===== config.mk =====
export PLATFORM = sky130hd
export DESIGN_NAME = ov7670_capture_win
export DESIGN_NICKNAME = d
export VERILOG_FILES = /design/src/rtl/ov7670_capture_win.sv
export SDC_FILE = /design/constraint.sdc
export NUM_CORES = 1
export LEC_CHECK = 0
export CORE_ASPECT_RATIO = 0.75
export CORE_MARGIN = 5
export CORE_UTILIZATION = 52
export DETAILED_ROUTE_END_ITERATION = 10
export DONT_BUFFER_PORTS = 1
export PLACE_DENSITY = 0.67
export SLEW_MARGIN = 15
export SYNTH_ARGS = -nofsm -noshare
export SYNTH_HDL_FRONTEND = slang
export SYNTH_SLANG_ARGS = --single-unit

===== constraint.sdc =====
create_clock -name pclk -period 5.2 [get_ports pclk]
set_input_delay 0.52 -clock pclk [delete_from_list [all_inputs] [get_ports pclk]]
set_output_delay 0.52 -clock pclk [all_outputs]
set_load 0.05 [all_outputs]

===== src/rtl/ov7670_capture_win.sv =====
// OV7670 capture front end: pairs camera bytes into RGB565 pixels, optionally
// decimates by 2, writes stored pixels to a frame-buffer write port and
// reports per-frame completion and error status. Runs entirely in pclk.
module ov7670_capture_win #(
  parameter int IMG_W      = 320,
  parameter int IMG_H      = 240,
  parameter int DECIM      = 1,
  parameter int SWAP_BYTES = 0,
  parameter int ADDR_W     = 19,
  parameter int ADDR_STEP  = 4,
  parameter int DOUT_W     = 32
) (
  input  logic              pclk,
  input  logic              rst,
  input  logic              vsync,
  input  logic              href,
  input  logic [7:0]        d,
  input  logic              en,
  output logic [ADDR_W-1:0] addr,
  output logic [DOUT_W-1:0] dout,
  output logic              we,
  output logic              busy,
  output logic              frame_done,
  output logic              frame_err,
  output logic [7:0]        frame_cnt
);

  typedef enum logic [1:0] {
    IDLE    = 2'd0,
    SYNC    = 2'd1,
    CAPTURE = 2'd2,
    DONE    = 2'd3
  } state_t;

  localparam logic [11:0]       IMG_W_L  = 12'(IMG_W);
  localparam logic [11:0]       IMG_H_L  = 12'(IMG_H);
  localparam logic [ADDR_W-1:0] PIX_TOT  = ADDR_W'(IMG_W * IMG_H);
  localparam logic [ADDR_W-1:0] STEP_L   = ADDR_W'(ADDR_STEP);

  state_t state_q, state_d;

  logic              vsync_q, vsync_d, vsync_p_q, vsync_p_d;
  logic              href_q, href_d, href_p_q, href_p_d;
  logic [7:0]        d_q, d_d;
  logic              ph_q, ph_d;
  logic [7:0]        b0_q, b0_d;
  logic [11:0]       x_q, x_d, y_q, y_d;
  logic [ADDR_W-1:0] idx_q, idx_d, baddr_q, baddr_d, paddr_q, paddr_d;
  logic              long_q, long_d, odd_q, odd_d, pend_q, pend_d;
  logic [15:0]       pix_q, pix_d;
  logic [ADDR_W-1:0] addr_q, addr_d;
  logic [DOUT_W-1:0] dout_q, dout_d;
  logic              we_q, we_d, busy_q, busy_d;
  logic              done_q, done_d, err_q, err_d;
  logic [7:0]        cnt_q, cnt_d;

  logic        vs_fall_s, vs_rise_s, href_fall_s, start_s, in_cap_s;
  logic        keep_s, fit_s;
  logic [11:0] xd_s, yd_s;
  logic [15:0] pair_s;

  assign vs_fall_s   = vsync_p_q & ~vsync_q;
  assign vs_rise_s   = vsync_q & ~vsync_p_q;
  assign href_fall_s = href_p_q & ~href_q;
  assign start_s     = (state_q == SYNC) & vs_fall_s & en;
  assign in_cap_s    = (state_q == CAPTURE);
  assign xd_s        = (DECIM == 2) ? {1'b0, x_q[11:1]} : x_q;
  assign yd_s        = (DECIM == 2) ? {1'b0, y_q[11:1]} : y_q;
  assign keep_s      = (DECIM == 1) ? 1'b1 : (~x_q[0] & ~y_q[0]);
  assign fit_s       = (xd_s < IMG_W_L) & (yd_s < IMG_H_L);
  assign pair_s      = (SWAP_BYTES == 1) ? {d_q, b0_q} : {b0_q, d_q};

  // State register.
  always_ff @(posedge pclk) begin
    if (rst) state_q <= IDLE;
    else     state_q <= state_d;
  end

  // Next-state logic: frame-aligned start, finish on vsync rise.
  always_comb begin
    state_d = state_q;
    case (state_q)
      IDLE:    if (vsync_q) state_d = SYNC; else state_d = IDLE;
      SYNC:    if (vs_fall_s) state_d = en ? CAPTURE : IDLE; else state_d = SYNC;
      CAPTURE: if (vs_rise_s) state_d = DONE; else state_d = CAPTURE;
      DONE:    state_d = SYNC;
      default: state_d = IDLE;
    endcase
  end

  // Status outputs derived from the current state, registered below.
  always_comb begin
    busy_d = (state_q == CAPTURE);
    done_d = (state_q == DONE);
    if (state_q == DONE) begin
      err_d = (idx_q != PIX_TOT) | long_q | odd_q;
      cnt_d = cnt_q + 8'd1;
    end else begin
      err_d = 1'b0;
      cnt_d = cnt_q;
    end
  end

  // Input sampling, byte pairing, counters, store decision and write stage.
  always_comb begin
    vsync_d   = vsync;
    vsync_p_d = vsync_q;
    href_d    = href;
    href_p_d  = href_q;
    d_d       = d;
    ph_d      = ph_q;
    b0_d      = b0_q;
    x_d       = x_q;
    y_d       = y_q;
    idx_d     = idx_q;
    baddr_d   = baddr_q;
    paddr_d   = paddr_q;
    long_d    = long_q;
    odd_d     = odd_q;
    pend_d    = 1'b0;
    pix_d     = pix_q;
    if (start_s) begin
      ph_d    = 1'b0;
      x_d     = 12'd0;
      y_d     = 12'd0;
      idx_d   = '0;
      baddr_d = '0;
      long_d  = 1'b0;
      odd_d   = 1'b0;
    end else if (href_q) begin
      if (!ph_q) begin
        b0_d = d_q;
        ph_d = 1'b1;
      end else begin
        ph_d = 1'b0;
        x_d  = x_q + 12'd1;
        if (in_cap_s && keep_s && fit_s) begin
          pend_d  = 1'b1;
          pix_d   = pair_s;
          paddr_d = baddr_q;
          idx_d   = idx_q + ADDR_W'(1);
          baddr_d = baddr_q + STEP_L;
        end else if (in_cap_s && keep_s) begin
          long_d = 1'b1;
        end else begin
          long_d = long_q;
        end
      end
    end else begin
      ph_d = 1'b0;
      if (href_fall_s) begin
        x_d = 12'd0;
        y_d = y_q + 12'd1;
        if (ph_q && in_cap_s) odd_d = 1'b1;
        else                  odd_d = odd_q;
      end else begin
        x_d = x_q;
      end
    end
    // Write stage: one strobe per stored pixel, data/address held otherwise.
    we_d = pend_q;
    if (pend_q) begin
      addr_d = paddr_q;
      dout_d = DOUT_W'(pix_q);
    end else begin
      addr_d = addr_q;
      dout_d = dout_q;
    end
  end

  // Datapath and output registers.
  always_ff @(posedge pclk) begin
    if (rst) begin
      vsync_q <= 1'b0; vsync_p_q <= 1'b0; href_q <= 1'b0; href_p_q <= 1'b0;
      d_q <= 8'd0; ph_q <= 1'b0; b0_q <= 8'd0; x_q <= 12'd0; y_q <= 12'd0;
      idx_q <= '0; baddr_q <= '0; paddr_q <= '0; long_q <= 1'b0;
      odd_q <= 1'b0; pend_q <= 1'b0; pix_q <= 16'd0;
      addr_q <= '0; dout_q <= '0; we_q <= 1'b0; busy_q <= 1'b0;
      done_q <= 1'b0; err_q <= 1'b0; cnt_q <= 8'd0;
    end else begin
      vsync_q <= vsync_d; vsync_p_q <= vsync_p_d; href_q <= href_d;
      href_p_q <= href_p_d; d_q <= d_d; ph_q <= ph_d; b0_q <= b0_d;
      x_q <= x_d; y_q <= y_d; idx_q <= idx_d; baddr_q <= baddr_d;
      paddr_q <= paddr_d; long_q <= long_d; odd_q <= odd_d;
      pend_q <= pend_d; pix_q <= pix_d;
      addr_q <= addr_d; dout_q <= dout_d; we_q <= we_d; busy_q <= busy_d;
      done_q <= done_d; err_q <= err_d; cnt_q <= cnt_d;
    end
  end

  assign addr       = addr_q;
  assign dout       = dout_q;
  assign we         = we_q;
  assign busy       = busy_q;
  assign frame_done = done_q;
  assign frame_err  = err_q;
  assign frame_cnt  = cnt_q;

endmodule


==> impl_metrics.py, run 1 <==
metrics = {
    "outcome": {
        "status": "completed",
    },
    "critical_path": {
        "critPathMaxStageDelay_ns": 0.55,
        "cp_max_fo": 46,
        "worstSetupStartpointType": "register",
        "path_cells": "and2_1 > nand2_2 > or3_1 > buf_4 > or4_1 > a21oi_1",
        "cpMaxStageDelayCell": "or4_1",
        "reg2regPathDepth": 6,
        "worstSetupEndpointType": "register",
        "critPathKind": "reg -> reg",
        "path_buf_inv": 1,
        "critPathArrivalTime_ns": 2.85,
        "cp_top_family": "simple AND/OR/NAND/NOR gates",
        "crit_cells": 6,
        "required_ns": 5.55,
    },
    "synth": {
        "yosys.area_share.simple": 0.2458,
        "synthArstFlopShare": 0,
        "synth_top_cell_by_area": "dfxtp_1",
        "synth_top_family_by_area": "simple AND/OR/NAND/NOR gates",
        "synth.area.top_cells": "dfxtp_1 50%, mux2i_1 6.5%, nand2_1 6.4%",
        "syn_area_mm2": 0.006601,
        "synth_xor_area_frac": 0.04113,
        "synth_compound_area_frac": 0.08795,
        "yosys.area.top_type_share": 0.4973,
        "yosys_warnings": 0,
        "synth-edff-count": 0,
        "synth_seq_area_share": 0.4973,
        "yosysUniqueCellTypes": 49,
        "synth-seq-cells": 164,
        "syn_area_per_cell_um2": 8.755,
        "yosys.area_share.adder": 0.01137,
        "synthFlopType": "dfxtp_1",
        "synth_mux_area_frac": 0.06691,
        "postSynthCellCount": 754,
    },
    "final_layout": {
        "utilization": 0.5827,
        "drive_gt1_frac": 0.06525,
        "fin_nets": 757,
        "areaGrowthSynthToFinish_pct": 9.003,
        "diodes": 0,
        "fillers": 1051,
    },
    "die": {
        "die_x_um": 140.1,
        "die_area_mm2": 0.01507,
        "start_util": 0.5345,
        "core-area_mm2": 0.01235,
        "io_pins": 76,
        "die_y_um": 107.6,
        "rows": 35,
    },
    "timing": {
        "hold_viol": 0,
        "timing.fmax_ghz": 0.4008,
        "slew_viol_final": 0,
        "period_minus_slack_ns": 2.495,
        "skew_ns": 0.009114,
        "worst_pin_slew_ns": 1.062,
        "rsz0062_at_grt": "false",
        "period_share": 0.4798,
        "max_slew_margin": 0.2922,
        "setup_viol": 0,
        "setup_tns_ns": 0,
        "setup_slack_ns": 2.705,
    },
    "detailed_routing": {
        "ant_nets": 0,
        "via_count": 5055,
        "drc": 0,
        "routed_wl_mm": 13.67,
        "viasPerCell": 5.513,
        "drt_iter0_drc": 370,
        "drt_pre_antenna_iters": 5,
        "avgRoutedWirePerCell_um": 14.91,
    },
    "cts": {
        "clk_latency_ns": 0.42,
        "cts.htree.levels": 4,
        "ctsHoldBuffers": 0,
        "postCtsSetupBuffers": 0,
        "post_cts_resized": 0,
        "cts_tree": "yes",
        "numClockSinks": 164,
        "clock_path_buffers": 2,
        "clk_pin_slew_ns": 0.07,
        "cts_root_buffer": "clkbuf_16",
        "cts_buffers": 17,
    },
    "pwr": {
        "ir_drop_mv": 0.2505,
        "totalPowerFinal_w": 0.002527,
        "powerDensity_mw_per_mm2": 351.2,
        "p_leak_nw": 2.440,
    },
    "place": {
        "io_buffers": 0,
        "dp_slack_ns": 2.723,
        "place_congestion": 0.8397,
        "dp_hpwl_mm": 9.180,
    },
    "min_path": {
        "hp-class": "in -> reg",
        "worstHoldPathCells": 1,
    },
    "global_routing": {
        "grt_max_degree": 104,
        "grt_first_pass_wirelength_mm": 22.56,
        "overflow": 0,
        "grt_pass1_vias": 4639,
        "antenna_found_initial": 0,
        "track_usage": 0.1838,
    },
    "flow_run": {
        "cap_violations": 0,
    },
}
[stage by stage]
step                      area [um^2]  instances  hold slack (ns)
after floorplan                  6665        771           0.4315
after global placement           6626        885           0.4370
after detailed placement         6626        885           0.4397
after CTS                        7196        917           0.1472
after global routing             7196        917           0.1491
final                            7196        917           0.1636
[cell usage after synthesis (2+ instances only)]
master / count
xor2_1: 13
nor4_2: 2
xnor2_1: 18
a311oi_1: 3
nor2_1: 104
inv_1: 9
or3_1: 7
o31ai_1: 4
dfxtp_1: 164
nor4_1: 10
buf_1: 5
and3_1: 8
and4_1: 3
and2_1: 6
nand4_1: 20
o21ai_0: 13
ha_1: 6
or4_1: 6
buf_2: 5
nor3_1: 10
nor3b_1: 3
o41ai_1: 2
nor2b_1: 15
nand2_1: 113
a31o_2: 6
a31oi_1: 5
mux2i_1: 43
nand3_1: 19
clkbuf_1: 26
a21oi_1: 62
nand2b_1: 6
nand4b_1: 3
buf_4: 19
[worst paths after layout]
path / start / to / slack (ns)
setup / recovery: href_p_d / idx_q[18] / 2.71
hold / removal: rst / we / 0.16
setup reg to reg: href_p_d / idx_q[18] / 2.71
hold reg to reg: pix_q[11] / pix_q[11] / 0.45
[final cells by class]
class / count / area [um^2] / area share
sequential: 164 / 3284 / 0.4564
multi-input combinational: 542 / 3070 / 0.4267
clock buffer: 18 / 429.2 / 0.05964
tap: 166 / 207.7 / 0.02886
clock inverter: 14 / 140.1 / 0.01947
inverter: 9 / 33.78 / 0.004695
timing repair buffer: 4 / 30.03 / 0.004173
[report_power, final]
part	internal [W]	switching [W]
clock	0.000636	0.000561
combinational	0.0000110	0.0000493
sequential	0.00126	0.00000652
total	0.00191	0.000617
[state kept, by name, summed over array words and instances, names as in the netlist, 8 cells and up, named ones only]
signal     flops
addr          17
b0_q           8
baddr_q       17
d_q            8
dout          16
frame_cnt      8
idx_q         19
paddr_q       17
pix_q         16
x_q           12
y_q           12
[cell families (layout without fill, tap and decap cells)]
kind of cell / count (synthesis) / count (layout)
AOI/OAI and AO/OA: 101 / 101
xor gates and xnor gates: 31 / 31
adders and majority gates: 6 / 6
buffers and inverters: 65 / 45
DFF: 164 / 164
muxes: 44 / 44
other: 1 / 18
and+or+nand+nor: 342 / 342
[metal layers]
metal / part of all wire / up-vias / global-route usage
li1: - / 2520 / -
met1: 0.48 / 2354 / 0.2467
met2: 0.44 / 158 / 0.2814
met3: 0.066 / 23 / 0.05195
met4: 0.014 / 0 / 0.07192
met5: 0 / - / 0
[cells in the final DEF, fill, tap and decap left out, drive strengths merged, types with 17 or more instances in the layout]
cell type / n
dfxtp: 164
nand3: 19
nand2: 114
clkbuf: 18
conb: 18
nor2: 104
nand4: 20
inv: 17
xnor2: 18
a21oi: 62
mux2i: 43
Note: power is estimated with default switching activity, not from simulation.
==> run 2: changes to the inputs <==
- clock period: 5.2 -> 2.4 ns (I/O delays scaled with it)
==> impl_metrics.py, run 2 (synthesized netlist as in run 1, its figures left out) <==
metrics = {
    "outcome": {
        "status": "completed",
    },
    "cts": {
        "cts_root_buffer": "clkbuf_16",
        "clk_latency_ns": 0.42,
        "clock_path_buffers": 2,
        "clk_pin_slew_ns": 0.07,
        "postCtsSetupBuffers": 0,
        "cts.htree.levels": 4,
        "cts_buffers": 17,
        "numClockSinks": 164,
        "cts_tree": "yes",
    },
    "pwr": {
        "p_leak_nw": 2.613,
        "totalPowerFinal_w": 0.005668,
        "powerDensity_mw_per_mm2": 755.6,
        "ir_drop_mv": 0.5088,
    },
    "final_layout": {
        "final_cell_mix": "163 x dfxtp_1, 113 x nand2_1, 104 x nor2_1, 62 x a21oi_1, 43 x mux2i_1",
        "fin_nets": 787,
        "final_common_cell": "dfxtp_1",
        "diodes": 0,
        "stdcell_area_mm2": 0.007502,
        "regMostFlops": "idx_q",
        "drive_gt1_frac": 0.08835,
        "areaGrowthSynthToFinish_pct": 13.65,
        "fillers": 1056,
        "largest_register_ffs": 19,
    },
    "timing": {
        "slew_viol_final": 0,
        "max_slew_margin": 0.5420,
        "period_minus_slack_ns": 2.218,
        "rsz0062_at_grt": "false",
        "skew_ns": 0.008944,
        "period_share": 0.9242,
        "worst_pin_slew_ns": 0.6871,
        "hold_viol": 0,
        "setup_tns_ns": 0,
        "holdWs_ns": 0.1316,
        "timing.fmax_ghz": 0.4508,
        "setup_viol": 0,
    },
    "place": {
        "dpl_cell_area_mm2": 0.006782,
        "dp_hpwl_mm": 9.599,
        "io_buffers": 0,
        "place_congestion": 0.8395,
    },
    "critical_path": {
        "worstSetupEndpointType": "register",
        "cp_top_family": "simple AND/OR/NAND/NOR gates",
        "worstSetupStartpointType": "register",
        "critPathLaunch": "state_q[0]",
        "cp_max_fo": 12,
        "path_buf_inv": 1,
        "path_cells": "and2b_1 > nand2_1 > buf_4 > or4_1 > or3_1 > a21oi_1",
        "cpMaxStageDelayCell": "or4_1",
        "r2r-start": "state_q[0]",
        "required_ns": 2.75,
        "critPathKind": "reg -> reg",
        "critPathMaxStageDelay_ns": 0.64,
        "critPathArrivalTime_ns": 2.56,
    },
    "detailed_routing": {
        "viasPerCell": 5.430,
        "drt_iter0_drc": 291,
        "routed_wl_mm": 14.34,
        "ant_nets": 0,
        "drc": 0,
        "avgRoutedWirePerCell_um": 15.14,
        "via_count": 5142,
        "drt_pre_antenna_iters": 4,
    },
    "die": {
        "start_util": 0.5345,
        "io_pins": 76,
        "die_x_um": 140.1,
        "core-area_mm2": 0.01235,
        "die_area_mm2": 0.01507,
        "rows": 35,
        "die_y_um": 107.6,
    },
    "global_routing": {
        "overflow": 0,
        "grt_max_degree": 102,
        "antenna_found_initial": 0,
        "grt_pass1_vias": 4948,
        "track_usage": 0.1949,
        "grt_first_pass_wirelength_mm": 23.99,
    },
    "min_path": {
        "hold_path_startpoint": "en",
        "hp-class": "in -> reg",
    },
    "flow_run": {
        "cap_violations": 0,
    },
}
[run 2: cell types whose count changed in the layout (fill, tap and decap cells not counted), sizes merged]
cell	delta
bufinv	+2
dlygate4sd3	+10
clkinvlp	-2
buf	+20
[run 2: where the power goes]
| part | leakage, nW | switching [W] | internal, W |
|---|---|---|---|
| Combinational | 1.00 | 0.000136 | 0.0000463 |
| Clock | 0.287 | 0.00117 | 0.00157 |
| Sequential | 1.32 | 0.0000143 | 0.00274 |
[run 2: through the flow]
stage,worst slack [ns],std cells,utilization
floorplan,0.5374,771,-
global placement,0.2751,904,0.5491
detailed placement,0.2448,904,0.5491
CTS,0.1961,947,0.6075
global route,0.04230,947,0.6075
finish,0.1818,947,0.6075
[run 2: final cells by class]
cell class	count	area, um^2	share of cell area
flip-flops and latches	164	3284	0.4378
clock buffers	18	429.2	0.05720
inverters	9	33.78	0.004503
multi-input cells	542	3070	0.4093
repair buffers	34	312.8	0.04169
well taps	166	207.7	0.02769
clock inverters	14	163.9	0.02185
[run 2: layer usage]
metal / wire length [um] / GRT usage / share of wire / up-vias
li1: - / - / - / 2590
met1: 6864 / 0.2586 / 0.48 / 2387
met2: 6454 / 0.3095 / 0.45 / 144
met3: 823 / 0.05195 / 0.057 / 21
met4: 193 / 0.06639 / 0.013 / 0
met5: 0 / 0 / 0 / -
[run 2: repair_timing]
| action | CTS | global route |
|---|---|---|
| endpoints found under the hold margin | 101 | 0 |
| setup endpoints to repair | 0 | 0 |
| hold buffers | 11 | 0 |
| gates resized for setup | 0 | 0 |
[run 2: worst paths after layout]
kind / slack (ns) / end / cells after the start
min reg2reg: 0.45 / paddr_q[5] / 2
min: 0.13 / register / 2
max: 0.18 / baddr_q[15] / 6
max reg2reg: 0.18 / baddr_q[15] / 6
[run 2: worst reg2reg max path, cell delays in order, from the launching register on]
cell     delay (ns)
dfxtp_1        0.35
and2b_1        0.30
nand2_1        0.09
buf_4          0.19
or4_1          0.65
or3_1          0.41
a21oi_1        0.17
==> run 3: changes to the inputs <==
- CAP_MARGIN: not set -> 20
==> results of run 3 <==
No change in the layout: final DEF, timing and power equal those of run 2.
